<file path="src/rtl/gpio_f2m_debounce.sv">
// gpio_f2m_debounce
// Conditions eight raw fabric inputs into clean levels for the MSS GPIO
// fabric-to-MSS inputs. Each channel gets a two-flop synchronizer and a
// counter that must see the new level for DEBOUNCE_CYCLES consecutive clocks
// before the output follows.
//
// Optional feature macro: GPIO_F2M_EVENT_EN
//   defined   -> sticky CHANGED flags (cleared by CHANGE_CLR, set wins) and a
//                registered one-cycle EVENT pulse are built.
//   undefined -> CHANGED = 8'h00, EVENT = 0, CHANGE_CLR is ignored.
module gpio_f2m_debounce #(
  parameter int DEBOUNCE_CYCLES = 500000
) (
  input  logic       FAB_CCC_GL0,
  input  logic       FAB_RESET_N,
  input  logic [7:0] PAD_IN,
  input  logic       CHANGE_CLR,
  output logic       GPIO_0_F2M,
  output logic       GPIO_1_F2M,
  output logic       GPIO_2_F2M,
  output logic       GPIO_3_F2M,
  output logic       GPIO_4_F2M,
  output logic       GPIO_5_F2M,
  output logic       GPIO_6_F2M,
  output logic       GPIO_7_F2M,
  output logic [7:0] CHANGED,
  output logic       EVENT
);

  // Counter width is derived from the qualification length.
  localparam int CNT_W = $clog2(DEBOUNCE_CYCLES);

  // Terminal count: the clock on which the counter sits here while the input
  // still differs is the clock on which the output follows.
  localparam logic [CNT_W-1:0] CNT_LAST = CNT_W'(DEBOUNCE_CYCLES - 1);

  logic [7:0]       sync1;
  logic [7:0]       sync2;
  logic [7:0]       stable;
  logic [CNT_W-1:0] cnt [8];
  logic [7:0]       differ;
  logic [7:0]       update;

  // Two-flop synchronizer per channel to tame the asynchronous pads.
  always_ff @(posedge FAB_CCC_GL0 or negedge FAB_RESET_N) begin
    if (!FAB_RESET_N) begin
      sync1 <= 8'h00;
      sync2 <= 8'h00;
    end else begin
      sync1 <= PAD_IN;
      sync2 <= sync1;
    end
  end

  // Per-channel decision: does the synchronized level disagree with the
  // output, and has it disagreed long enough to be accepted this clock.
  always_comb begin
    differ = 8'h00;
    update = 8'h00;
    for (int i = 0; i < 8; i++) begin
      differ[i] = (sync2[i] != stable[i]);
      update[i] = differ[i] && (cnt[i] == CNT_LAST);
    end
  end

  // Qualification counters: any agreement restarts the count, and the count
  // is cleared on acceptance so it never needs to wrap.
  always_ff @(posedge FAB_CCC_GL0 or negedge FAB_RESET_N) begin
    if (!FAB_RESET_N) begin
      for (int i = 0; i < 8; i++) begin
        cnt[i] <= '0;
      end
    end else begin
      for (int i = 0; i < 8; i++) begin
        if (!differ[i] || update[i]) begin
          cnt[i] <= '0;
        end else begin
          cnt[i] <= cnt[i] + 1'b1;
        end
      end
    end
  end

  // Debounced levels: a channel flips only on its accepted clock.
  always_ff @(posedge FAB_CCC_GL0 or negedge FAB_RESET_N) begin
    if (!FAB_RESET_N) begin
      stable <= 8'h00;
    end else begin
      stable <= stable ^ update;
    end
  end

  assign GPIO_0_F2M = stable[0];
  assign GPIO_1_F2M = stable[1];
  assign GPIO_2_F2M = stable[2];
  assign GPIO_3_F2M = stable[3];
  assign GPIO_4_F2M = stable[4];
  assign GPIO_5_F2M = stable[5];
  assign GPIO_6_F2M = stable[6];
  assign GPIO_7_F2M = stable[7];

`ifdef GPIO_F2M_EVENT_EN
  logic [7:0] changed_q;
  logic       event_q;

  // Sticky change flags for firmware: a clear wipes them, but a channel
  // updating on the same clock sets its flag anyway so no change is lost.
  always_ff @(posedge FAB_CCC_GL0 or negedge FAB_RESET_N) begin
    if (!FAB_RESET_N) begin
      changed_q <= 8'h00;
    end else begin
      changed_q <= (changed_q & {8{~CHANGE_CLR}}) | update;
    end
  end

  // One-cycle pulse lined up with the new GPIO level when any channel moves.
  always_ff @(posedge FAB_CCC_GL0 or negedge FAB_RESET_N) begin
    if (!FAB_RESET_N) begin
      event_q <= 1'b0;
    end else begin
      event_q <= |update;
    end
  end

  assign CHANGED = changed_q;
  assign EVENT   = event_q;
`else
  logic unused_change_clr;

  assign unused_change_clr = CHANGE_CLR;
  assign CHANGED           = 8'h00;
  assign EVENT             = 1'b0;
`endif

endmodule

</file>
<file path="config.mk">
export PLATFORM = sky130hd
export DESIGN_NAME = gpio_f2m_debounce
export DESIGN_NICKNAME = d
export VERILOG_FILES = /design/src/rtl/gpio_f2m_debounce.sv
export SDC_FILE = /design/constraint.sdc
export NUM_CORES = 1
export LEC_CHECK = 0
export ABC_AREA = 1
export CELL_PAD_IN_SITES_DETAIL_PLACEMENT = 1
export CELL_PAD_IN_SITES_GLOBAL_PLACEMENT = 2
export CORE_MARGIN = 2
export CORE_UTILIZATION = 40
export DETAILED_ROUTE_END_ITERATION = 16
export HOLD_SLACK_MARGIN = 0.05
export PLACE_DENSITY = 0.94
export SKIP_LAST_GASP = 1
export SLEW_MARGIN = 20
export SYNTH_ARGS = -nofsm -noshare
export SYNTH_HDL_FRONTEND = slang
export SYNTH_SLANG_ARGS = --single-unit
export TNS_END_PERCENT = 20
</file>
<file path="constraint.sdc">
create_clock -name FAB_CCC_GL0 -period 2 [get_ports FAB_CCC_GL0]
set_input_delay 0.4 -clock FAB_CCC_GL0 [delete_from_list [all_inputs] [get_ports FAB_CCC_GL0]]
set_output_delay 0.4 -clock FAB_CCC_GL0 [all_outputs]
set_load 0.1 [all_outputs]
</file>
==> flow_summary_export.csv, run 1 <==
group,metric,value,unit
worst_setup_path,reg2reg_slack,410,ps
timing,fin_crit_sh,79.6,%
clock_tree,ctsRootBufferMaster,"clkbuf_16",
worst_setup_path,r2r.worst_path.cells,6,
worst_setup_path,crit_buf_inv,0,
floorplanning,start_util,40.5,%
logic_synthesis,syn_area,9450,um2
run,drv_cap,0,
worst_setup_path,cpLargestDelayFamily,"simple AND/OR/NAND/NOR gates",
worst_setup_path,worst_path_max_delay_cell,"dfrtp_1",
detailed_routing,ant_nets,0,
timing,maxSlewViolCount,0,
floorplanning,core_area,23300,um2
clock_tree,cts-root-to-sink-buffers,2,
detailed_routing,first_iter_violations,239,
placement,io_buffers,17,
power_and_ir_drop,p_total,0.00727,W
clock_tree,cts_sinks,176,
cells_and_area,multi_input_comb_area,4510,um2
worst_setup_path,critical_path_depth,6,
placement,place_area,9950,um2
clock_tree,cts_setup_buffers,0,
logic_synthesis,avgSynthCellArea,7.83,um2
placement,place_hpwl,15200,um
detailed_routing,vias_per_cell,4.69,
detailed_routing,num_vias,7371,
detailed_routing,wl_per_cell,13.2,um
clock_tree,numCtsBuffers,17,
worst_setup_path,reg2reg_to,"cnt[147]",
logic_synthesis,synth_cells,1206,
logic_synthesis,yosysSeqAreaShare,46.6,%
global_routing,grt_pass1_vias,7839,
timing,grt_setup_unrepaired,"no",
worst_setup_path,crit_start,"cnt[133]",
worst_setup_path,cp_slowest_stage_delay,370,ps
cells_and_area,fin_nets,1258,
worst_setup_path,crit_path_end_kind,"flop",
placement,gp_congestion,0.800,
cells_and_area,layout-drive-gt1-share,8.71,%
timing,fin_ws,408,ps
global_routing,track_usage,18.1,%
worst_setup_path,r2r_start,"cnt[133]",
worst_setup_path,setup.worst_path.class,"reg2reg",
detailed_routing,drt_first_pass_iters,6,
timing,hold_viol,0,
cells_and_area,area_delta_synth_final,11.5,%
worst_hold_path,hold_path_class,"reg2reg",
floorplanning,dieArea,24900,um2
clock_tree,cts_tree,"yes",
worst_setup_path,path_cells,"ha_1 -> nand2_1 -> nor2_2 -> nand3_2 -> nand2_2 -> nor2_1",
power_and_ir_drop,power_density,691,nW/um2
power_and_ir_drop,leakage,4.44,nW
global_routing,grt_overflow,0,
timing,post-route-min-period,1590,ps
global_routing,grt_pass1_wl,36500,um
worst_setup_path,start_kind,"flop",
clock_tree,cts_resized,0,
placement,dp_slack,376,ps
detailed_routing,wirelength,20800,um
cells_and_area,fin_area,10500,um2
floorplanning,io_pins,28,
cells_and_area,nFillCells,2902,
clock_tree,clkLatencyLatePin,430,ps
floorplanning,die_w,158,um
timing,final-setup-viol-count,0,
worst_setup_path,critPathMaxFanout,19,
logic_synthesis,yosys_warnings,0,
cells_and_area,register_area,4400,um2
cells_and_area,antenna_cells,0,
timing,clock_skew,10.1,ps
detailed_routing,drcViolationCount,0,
timing,holdWs,348,ps
worst_setup_path,arrival,1890,ps
worst_setup_path,endpoint,"cnt[147]",
logic_synthesis,yosys.cell_types.count,26,
power_and_ir_drop,irDropWorstVdd,0.405,mV
status,status,"completed",
clock_tree,htreeDepth,4,
logic_synthesis,synth-seq-cells,176,
clock_tree,path_clk_slew,60,ps
global_routing,grt_max_degree,44,
global_routing,grt_antenna_before_repair,0,
timing,clock.fmax,0.628,GHz
floorplanning,die_h,158,um
floorplanning,placementRows,56,
worst_setup_path,cp_data_required_time,2290,ps
timing,tns,0,ps
==> cells in the mapped netlist, drive strengths merged <==
library cell	number	area, um2
nor2	351	1420
nand2	297	1210
dfrtp	176	4400
inv	107	402
nand3	80	440
xor2	79	692
xnor2	30	263
nand4	21	131
buf	17	158
and2	11	68.8
o21ai	9	45.0
ha	8	100
a21oi	7	35.0
nor3	5	30.0
o21bai	4	30.0
clkinv	2	7.51
conb	1	3.75
or2	1	6.26
==> state kept, by name (all words and copies together) (netlist names), named ones only <==
register / flops
sync1: 8
cnt: 152
sync2: 8
==> layer usage <==
layer | up-vias | part of all wire (%) | GRT usage, %
met4 | 0 | 0.66 | 4.33
met5 | - | 0 | 0
met1 | 3575 | 49 | 23.5
li1 | 3749 | - | -
met2 | 40 | 49 | 31.6
met3 | 7 | 1.6 | 2.76
==> cell usage in the layout, fill, tap and decap left out, types with 2 or more instances in the layout <==
master	count
and2_1	11
a21oi_1	7
conb_1	9
nor2_1	321
nor2_4	6
nor2_2	24
clkinv_2	2
nand2_4	6
buf_12	3
clkbuf_8	6
o21bai_1	4
xor2_1	79
nand2_2	19
xnor2_1	30
clkinv_1	2
nand3_2	8
clkinv_4	2
nor3_1	4
clkdlybuf4s50_1	8
clkbuf_16	17
ha_1	8
nand3_1	72
nand4_1	21
clkinvlp_4	3
o21ai_0	9
nand2_1	272
dfrtp_1	176
inv_1	106
buf_4	10
==> kinds of logic (layout without fill, tap and decap cells) <==
kind of cell / count (synthesis) / count (layout) / share of synthesized area, %
adder cells (fa/ha/maj): 8 / 8 / 1.06
AO/OA/AOI/OAI: 20 / 20 / 1.17
XOR/XNOR: 109 / 109 / 10.1
buffers and inverters: 126 / 163 / 6.00
AND/OR/NAND/NOR: 766 / 766 / 35.0
other: 1 / 9 / 0.0397
flip-flops: 176 / 176 / 46.6
==> where the power goes <==
group	total, W	switching (W)	internal [W]	leakage (nW)
clock network	0.00327	0.00140	0.00188	0.277
logic	0.000336	0.000253	0.0000829	1.76
registers	0.00366	0.0000499	0.00361	2.40
total	0.00727	0.00170	0.00557	4.44
==> through the flow <==
step / cells / util, %
2_1_floorplan: 1214 / -
4_1_cts: 1570 / 45.2
3_3_place_gp: 1538 / 42.6
5_1_grt: 1570 / 45.2
6_report: 1570 / 45.2
3_5_place_dp: 1538 / 42.6
==> repair_timing <==
item                                    in CTS  in global routing
hold endpoints to repair                    37                  0
endpoints found under the setup margin       0                  0
hold buffers                                 1                  0
==> final cells by class <==
class                      count  area share (%)
clock inverter                 8           0.760
timing repair buffer          23            2.27
inverter                     109            3.88
tap                          319            3.79
multi-input combinational    912            42.8
sequential                   176            41.8
clock buffer                  23            4.73
==> how the worst min path moves through the flow <==
| stage | from | end | slack, ps | depth (start not counted) |
|---|---|---|---|---|
| after floorplan | FAB_RESET_N | asynchronous set/reset pin | 100 | 0 |
| after global placement | sync1[5] | sync2[5] | 330 | 0 |
| after detailed placement | sync1[4] | sync2[4] | 340 | 0 |
| after CTS | sync1[7] | sync2[7] | 350 | 0 |
| after global routing | sync1[4] | sync2[4] | 350 | 0 |
| final | sync1[4] | sync2[4] | 350 | 0 |
Note: power is estimated with default switching activity, not from simulation.
==> run 2, diff against run 1 <==
--- a/config.mk
+++ b/config.mk
@@ -9,10 +9,10 @@
 export CELL_PAD_IN_SITES_DETAIL_PLACEMENT = 1
 export CELL_PAD_IN_SITES_GLOBAL_PLACEMENT = 2
 export CORE_MARGIN = 2
-export CORE_UTILIZATION = 40
+export CORE_UTILIZATION = 37
 export DETAILED_ROUTE_END_ITERATION = 16
 export HOLD_SLACK_MARGIN = 0.05
-export PLACE_DENSITY = 0.94
+export PLACE_DENSITY = 0.88
 export SKIP_LAST_GASP = 1
 export SLEW_MARGIN = 20
 export SYNTH_ARGS = -nofsm -noshare
==> constraint.sdc (replaced) <==
create_clock -name FAB_CCC_GL0 -period 1.58 [get_ports FAB_CCC_GL0]
set_input_delay 0.316 -clock FAB_CCC_GL0 [delete_from_list [all_inputs] [get_ports FAB_CCC_GL0]]
set_output_delay 0.316 -clock FAB_CCC_GL0 [all_outputs]
set_load 0.1 [all_outputs]
==> flow_summary_export.csv, run 2 (synthesized netlist as in run 1, its figures left out) <==
group,metric,value,unit
worst_setup_path,cpMostUsedCell,"nand2_1",
cells_and_area,nFillCells,3093,
worst_setup_path,crit_buf_inv,0,
worst_setup_path,setup.worst_path.class,"reg2reg",
global_routing,grt_antenna_before_repair,0,
cells_and_area,fin_nets,1274,
cells_and_area,layout_common_cells,"nor2_1, nand2_1, dfrtp_1",
worst_setup_path,crit_start,"cnt[38]",
detailed_routing,first_iter_violations,287,
run,drv_cap,0,
floorplanning,die_w,164,um
cells_and_area,antenna_cells,0,
timing,maxSlewViolCount,0,
cells_and_area,layout-drive-gt1-share,10.7,%
power_and_ir_drop,power_density,846,nW/um2
timing,grt_setup_unrepaired,"yes",
clock_tree,htreeDepth,4,
global_routing,grt_overflow,0,
clock_tree,cts-root-to-sink-buffers,2,
power_and_ir_drop,leakage,4.54,nW
timing,fin_crit_sh,94.8,%
timing,holdWs,322,ps
worst_setup_path,critPathMaxFanout,4,
placement,dp_slack,31.3,ps
detailed_routing,ant_nets,0,
timing,clock_skew,9.40,ps
worst_setup_path,reg2reg_slack,80,ps
clock_tree,cts_tree,"yes",
floorplanning,dieArea,26800,um2
detailed_routing,vias_per_cell,4.66,
clock_tree,path_clk_slew,70,ps
worst_setup_path,critical_path_depth,9,
worst_hold_path,hold_depth,1,
cells_and_area,final_common_cell,"nor2_1",
floorplanning,core_area,25100,um2
global_routing,grt_pass1_vias,7909,
cells_and_area,largest_reg_flops,152,
clock_tree,ctsRootBufferMaster,"clkbuf_16",
timing,post-route-min-period,1500,ps
status,status,"completed",
placement,gp_congestion,0.795,
detailed_routing,wl_met3,298,um
worst_setup_path,crit_path_end_kind,"flop",
worst_setup_path,cpLargestDelayFamily,"simple AND/OR/NAND/NOR gates",
worst_setup_path,reg2reg_to,"cnt[52]",
detailed_routing,wl_per_cell,13.1,um
detailed_routing,wirelength,20900,um
clock_tree,cts_sinks,176,
cells_and_area,area_delta_synth_final,14.9,%
timing,clock.fmax,0.668,GHz
worst_setup_path,path_cells,"ha_2 -> nand2_1 -> nor2_4 -> nand2_2 -> nor2_2 -> nand2_1 -> nand2_1 -> nand2_1 -> nor2_1",
floorplanning,placementRows,58,
cells_and_area,regMostFlops,"cnt",
clock_tree,numCtsBuffers,17,
worst_setup_path,cp_slowest_stage_delay,390,ps
worst_setup_path,endpoint,"cnt[52]",
detailed_routing,met2WireLength,10200,um
worst_hold_path,hold_path_class,"in2reg",
clock_tree,clkLatencyLatePin,420,ps
global_routing,track_usage,17.0,%
detailed_routing,drt_first_pass_iters,6,
power_and_ir_drop,irDropWorstVdd,0.558,mV
timing,hold_viol,0,
timing,final-setup-viol-count,0,
detailed_routing,wl_met1,10200,um
detailed_routing,num_vias,7444,
placement,place_hpwl,15300,um
placement,io_buffers,17,
floorplanning,io_pins,28,
floorplanning,die_h,164,um
global_routing,grt_max_degree,43,
worst_setup_path,r2r.worst_path.cells,9,
timing,fin_ws,82.5,ps
worst_setup_path,start_kind,"flop",
cells_and_area,reg_top3,"cnt: 152 flops, sync1: 8 flops, sync2: 8 flops",
worst_setup_path,arrival,1850,ps
global_routing,grt_pass1_wl,37100,um
floorplanning,start_util,37.6,%
worst_setup_path,r2r_start,"cnt[38]",
worst_setup_path,cp_data_required_time,1930,ps
detailed_routing,drcViolationCount,0,
worst_setup_path,worst_path_max_delay_cell,"dfrtp_1",
detailed_routing,dr.max_layer_used,"met4",
==> run 2: changes by cell type in the layout (fill, tap and decap cells not counted), sizes merged <==
cell,delta
clkinv,+2
clkbuf,-3
inv,+1
buf,+16
clkinvlp,+1
==> run 2: repair_timing <==
item | 4_1_cts | 5_1_grt
hold endpoints to repair | 35 | 0
gates resized for setup | 0 | 9
buffers inserted | 0 | 2
hold buffers | 1 | 0
setup endpoints to repair | 0 | 64
==> run 2: metal layers <==
layer  vias to the layer above  GRT usage, %
met5                         -             0
met4                         0          4.98
met3                        11          2.47
met2                        42          29.2
met1                      3609          22.3
li1                       3782             -
==> run 2: cell type report <==
class / instances / area [um2] / area share [%]
inverter: 109 / 409 / 3.77
clock buffer: 20 / 457 / 4.21
sequential: 176 / 4410 / 40.7
clock inverter: 12 / 110 / 1.01
timing repair buffer: 39 / 497 / 4.58
tap: 330 / 413 / 3.81
multi-input combinational: 912 / 4550 / 42.0
==> run 2: worst register-to-register path: cells and delay by family, from the launching register on <==
family / cells / cell delay [ps]
AND/OR/NAND/NOR: 8 / 810
adder cells (fa/ha/maj): 1 / 230
flip-flops: 1 / 390
==> run 2: worst min path at each step <==
stage               slack (ps)        start                          to
finish                     320    PAD_IN[6]                    sync1[6]
global route               310    PAD_IN[0]                    sync1[0]
CTS                        300    PAD_IN[6]                    sync1[6]
detailed placement         290  FAB_RESET_N  asynchronous set/reset pin
global placement           290  FAB_RESET_N                    sync2[0]
floorplan                   20  FAB_RESET_N  asynchronous set/reset pin
==> run 2: power by group <==
group / switching [W] / internal [W]
clock: 0.00180 / 0.00226
combinational: 0.000335 / 0.000148
sequential: 0.0000655 / 0.00458
total: 0.00220 / 0.00698
==> run 2: stage by stage <==
stage	total power [W]	area, um2	instances	util (%)	setup TNS, ps
detailed placement	0.00520	10200	1563	40.7	0
CTS	0.00933	10800	1596	43.0	0
global route	0.00957	10900	1598	43.2	-183
floorplan	0.00500	9480	1214	-	-97.5
finish	0.00918	10900	1598	43.2	0
global placement	0.00518	10200	1563	40.7	0
==> run 3, diff against run 2 <==
--- a/config.mk
+++ b/config.mk
@@ -9,10 +9,10 @@
 export CELL_PAD_IN_SITES_DETAIL_PLACEMENT = 1
 export CELL_PAD_IN_SITES_GLOBAL_PLACEMENT = 2
 export CORE_MARGIN = 2
-export CORE_UTILIZATION = 37
+export CORE_UTILIZATION = 28
 export DETAILED_ROUTE_END_ITERATION = 16
-export HOLD_SLACK_MARGIN = 0.05
-export PLACE_DENSITY = 0.88
+export HOLD_SLACK_MARGIN = 0.06
+export PLACE_DENSITY = 0.72
 export SKIP_LAST_GASP = 1
 export SLEW_MARGIN = 20
 export SYNTH_ARGS = -nofsm -noshare
==> flow_summary_export.csv, run 3 (synthesized netlist as in run 1, its figures left out) <==
group,metric,value,unit
cells_and_area,layout-drive-gt1-share,10.6,%
timing,grt_setup_unrepaired,"yes",
worst_setup_path,critPathMaxFanout,19,
timing,clock.fmax,0.682,GHz
worst_setup_path,cp_data_required_time,1910,ps
worst_hold_path,hold_path_class,"in2reg",
worst_setup_path,critical_path_depth,7,
timing,final-setup-viol-count,0,
worst_setup_path,setup.worst_path.class,"reg2reg",
worst_setup_path,cp_slowest_stage_delay,380,ps
worst_setup_path,path_cells,"ha_1 -> nand2_1 -> nor2_2 -> nand3_2 -> nand2_2 -> buf_12 -> nor2_1",
floorplanning,die_h,188,um
cells_and_area,largest_reg_flops,152,
detailed_routing,drcViolationCount,0,
clock_tree,cts_sinks,176,
floorplanning,placementRows,67,
worst_setup_path,cpLargestDelayFamily,"simple AND/OR/NAND/NOR gates",
clock_tree,ctsRootBufferMaster,"clkbuf_16",
worst_setup_path,crit_path_end_kind,"flop",
floorplanning,dieArea,35200,um2
placement,place_hpwl,15800,um
worst_setup_path,arrival,1800,ps
clock_tree,cts-root-to-sink-buffers,2,
cells_and_area,fin_cells,1717,
clock_tree,path_clk_slew,70,ps
cells_and_area,antenna_cells,0,
detailed_routing,wl_per_cell,12.5,um
timing,fin_crit_sh,92.8,%
worst_hold_path,hold_depth,1,
cells_and_area,regMostFlops,"cnt",
power_and_ir_drop,power_density,879,nW/um2
detailed_routing,vias_per_cell,4.29,
global_routing,grt_overflow,0,
placement,post-place-cells,1682,
timing,holdWs,319,ps
global_routing,track_usage,13.3,%
clock_tree,numCtsBuffers,17,
status,status,"completed",
global_routing,grt_pass1_wl,38600,um
cells_and_area,reg_top3,"cnt: 152 flops, sync1: 8 flops, sync2: 8 flops",
detailed_routing,ant_nets,0,
clock_tree,htreeDepth,4,
power_and_ir_drop,p_total,0.00969,W
worst_setup_path,r2r.worst_path.cells,7,
timing,clock_skew,10.6,ps
detailed_routing,drt_first_pass_iters,4,
detailed_routing,first_iter_violations,259,
power_and_ir_drop,leakage,4.57,nW
cells_and_area,fin_nets,1275,
cells_and_area,final_common_cell,"nor2_1",
timing,hold_viol,0,
worst_setup_path,worst_path_max_delay_cell,"dfrtp_1",
detailed_routing,wirelength,21500,um
worst_setup_path,crit_buf_inv,1,
timing,tns,0,ps
power_and_ir_drop,irDropWorstVdd,0.748,mV
run,drv_cap,0,
placement,io_buffers,17,
clock_tree,clkLatencyLatePin,440,ps
global_routing,grt_pass1_vias,7890,
clock_tree,cts_tree,"yes",
worst_setup_path,start_kind,"flop",
global_routing,grt_max_degree,49,
cells_and_area,area_delta_synth_final,16.7,%
placement,gp_congestion,0.772,
detailed_routing,num_vias,7372,
floorplanning,io_pins,28,
timing,post-route-min-period,1470,ps
timing,maxSlewViolCount,0,
floorplanning,core_area,33400,um2
floorplanning,start_util,28.3,%
global_routing,grt_antenna_before_repair,0,
floorplanning,die_w,188,um
cells_and_area,layout_common_cells,"nor2_1, nand2_1, dfrtp_1",
## run 3: layer usage
metal / share of wire (%) / up-vias / GRT usage, %
li1: - / 3773 / -
met1: 50 / 3540 / 17.5
met2: 47 / 44 / 22.5
met3: 1.9 / 15 / 2.71
met4: 0.98 / 0 / 3.27
met5: 0 / - / 0
## run 3: worst register-to-register path, cell delays in order, from the launching register on
cell	delay, ps
dfrtp_1	380
ha_1	270
nand2_1	100
nor2_2	160
nand3_2	130
nand2_2	100
buf_12	160
nor2_1	60
## run 3: repair_timing
action                     CTS  global route
buffers inserted             0             2
resized for setup            0             5
setup endpoints to repair    0            47
hold buffers                 1             0
hold endpoints to repair    31             0
## run 3: where the power goes
| part | switching (W) | total (W) | internal, W |
|---|---|---|---|
| Combinational | 0.000327 | 0.000461 | 0.000134 |
| Sequential | 0.0000610 | 0.00463 | 0.00457 |
| Clock | 0.00189 | 0.00459 | 0.00270 |
| Total | 0.00227 | 0.00969 | 0.00741 |
## run 3: final cells by class
class | instances | area (um2)
Clock buffer | 20 | 447
Clock inverter | 12 | 180
Fill cell | 4071 | 22300
Inverter | 109 | 409
Multi-Input combinational cell | 912 | 4520
Sequential cell | 176 | 4410
Tap cell | 448 | 561
Timing Repair Buffer | 40 | 492
## run 3: through the flow
| stage | setup slack, ps | utilization, % | cell area, um2 |
|---|---|---|---|
| floorplan | -5.64 | - | 9480 |
| global placement | 82.0 | 31.0 | 10400 |
| detailed placement | 53.7 | 31.0 | 10400 |
| CTS | 47.6 | 32.9 | 11000 |
| global route | -39.7 | 33.0 | 11000 |
| finish | 113 | 33.0 | 11000 |
## run 3: worst paths after layout
path,from,to,slack (ps)
max,cnt[133],cnt[149],110
min,PAD_IN[1],sync1[1],320
max reg2reg,cnt[133],cnt[149],110
min reg2reg,sync1[3],sync2[3],350
max in group asynchronous,FAB_RESET_N,asynchronous set/reset pin,580
min in group asynchronous,FAB_RESET_N,cnt[149],370
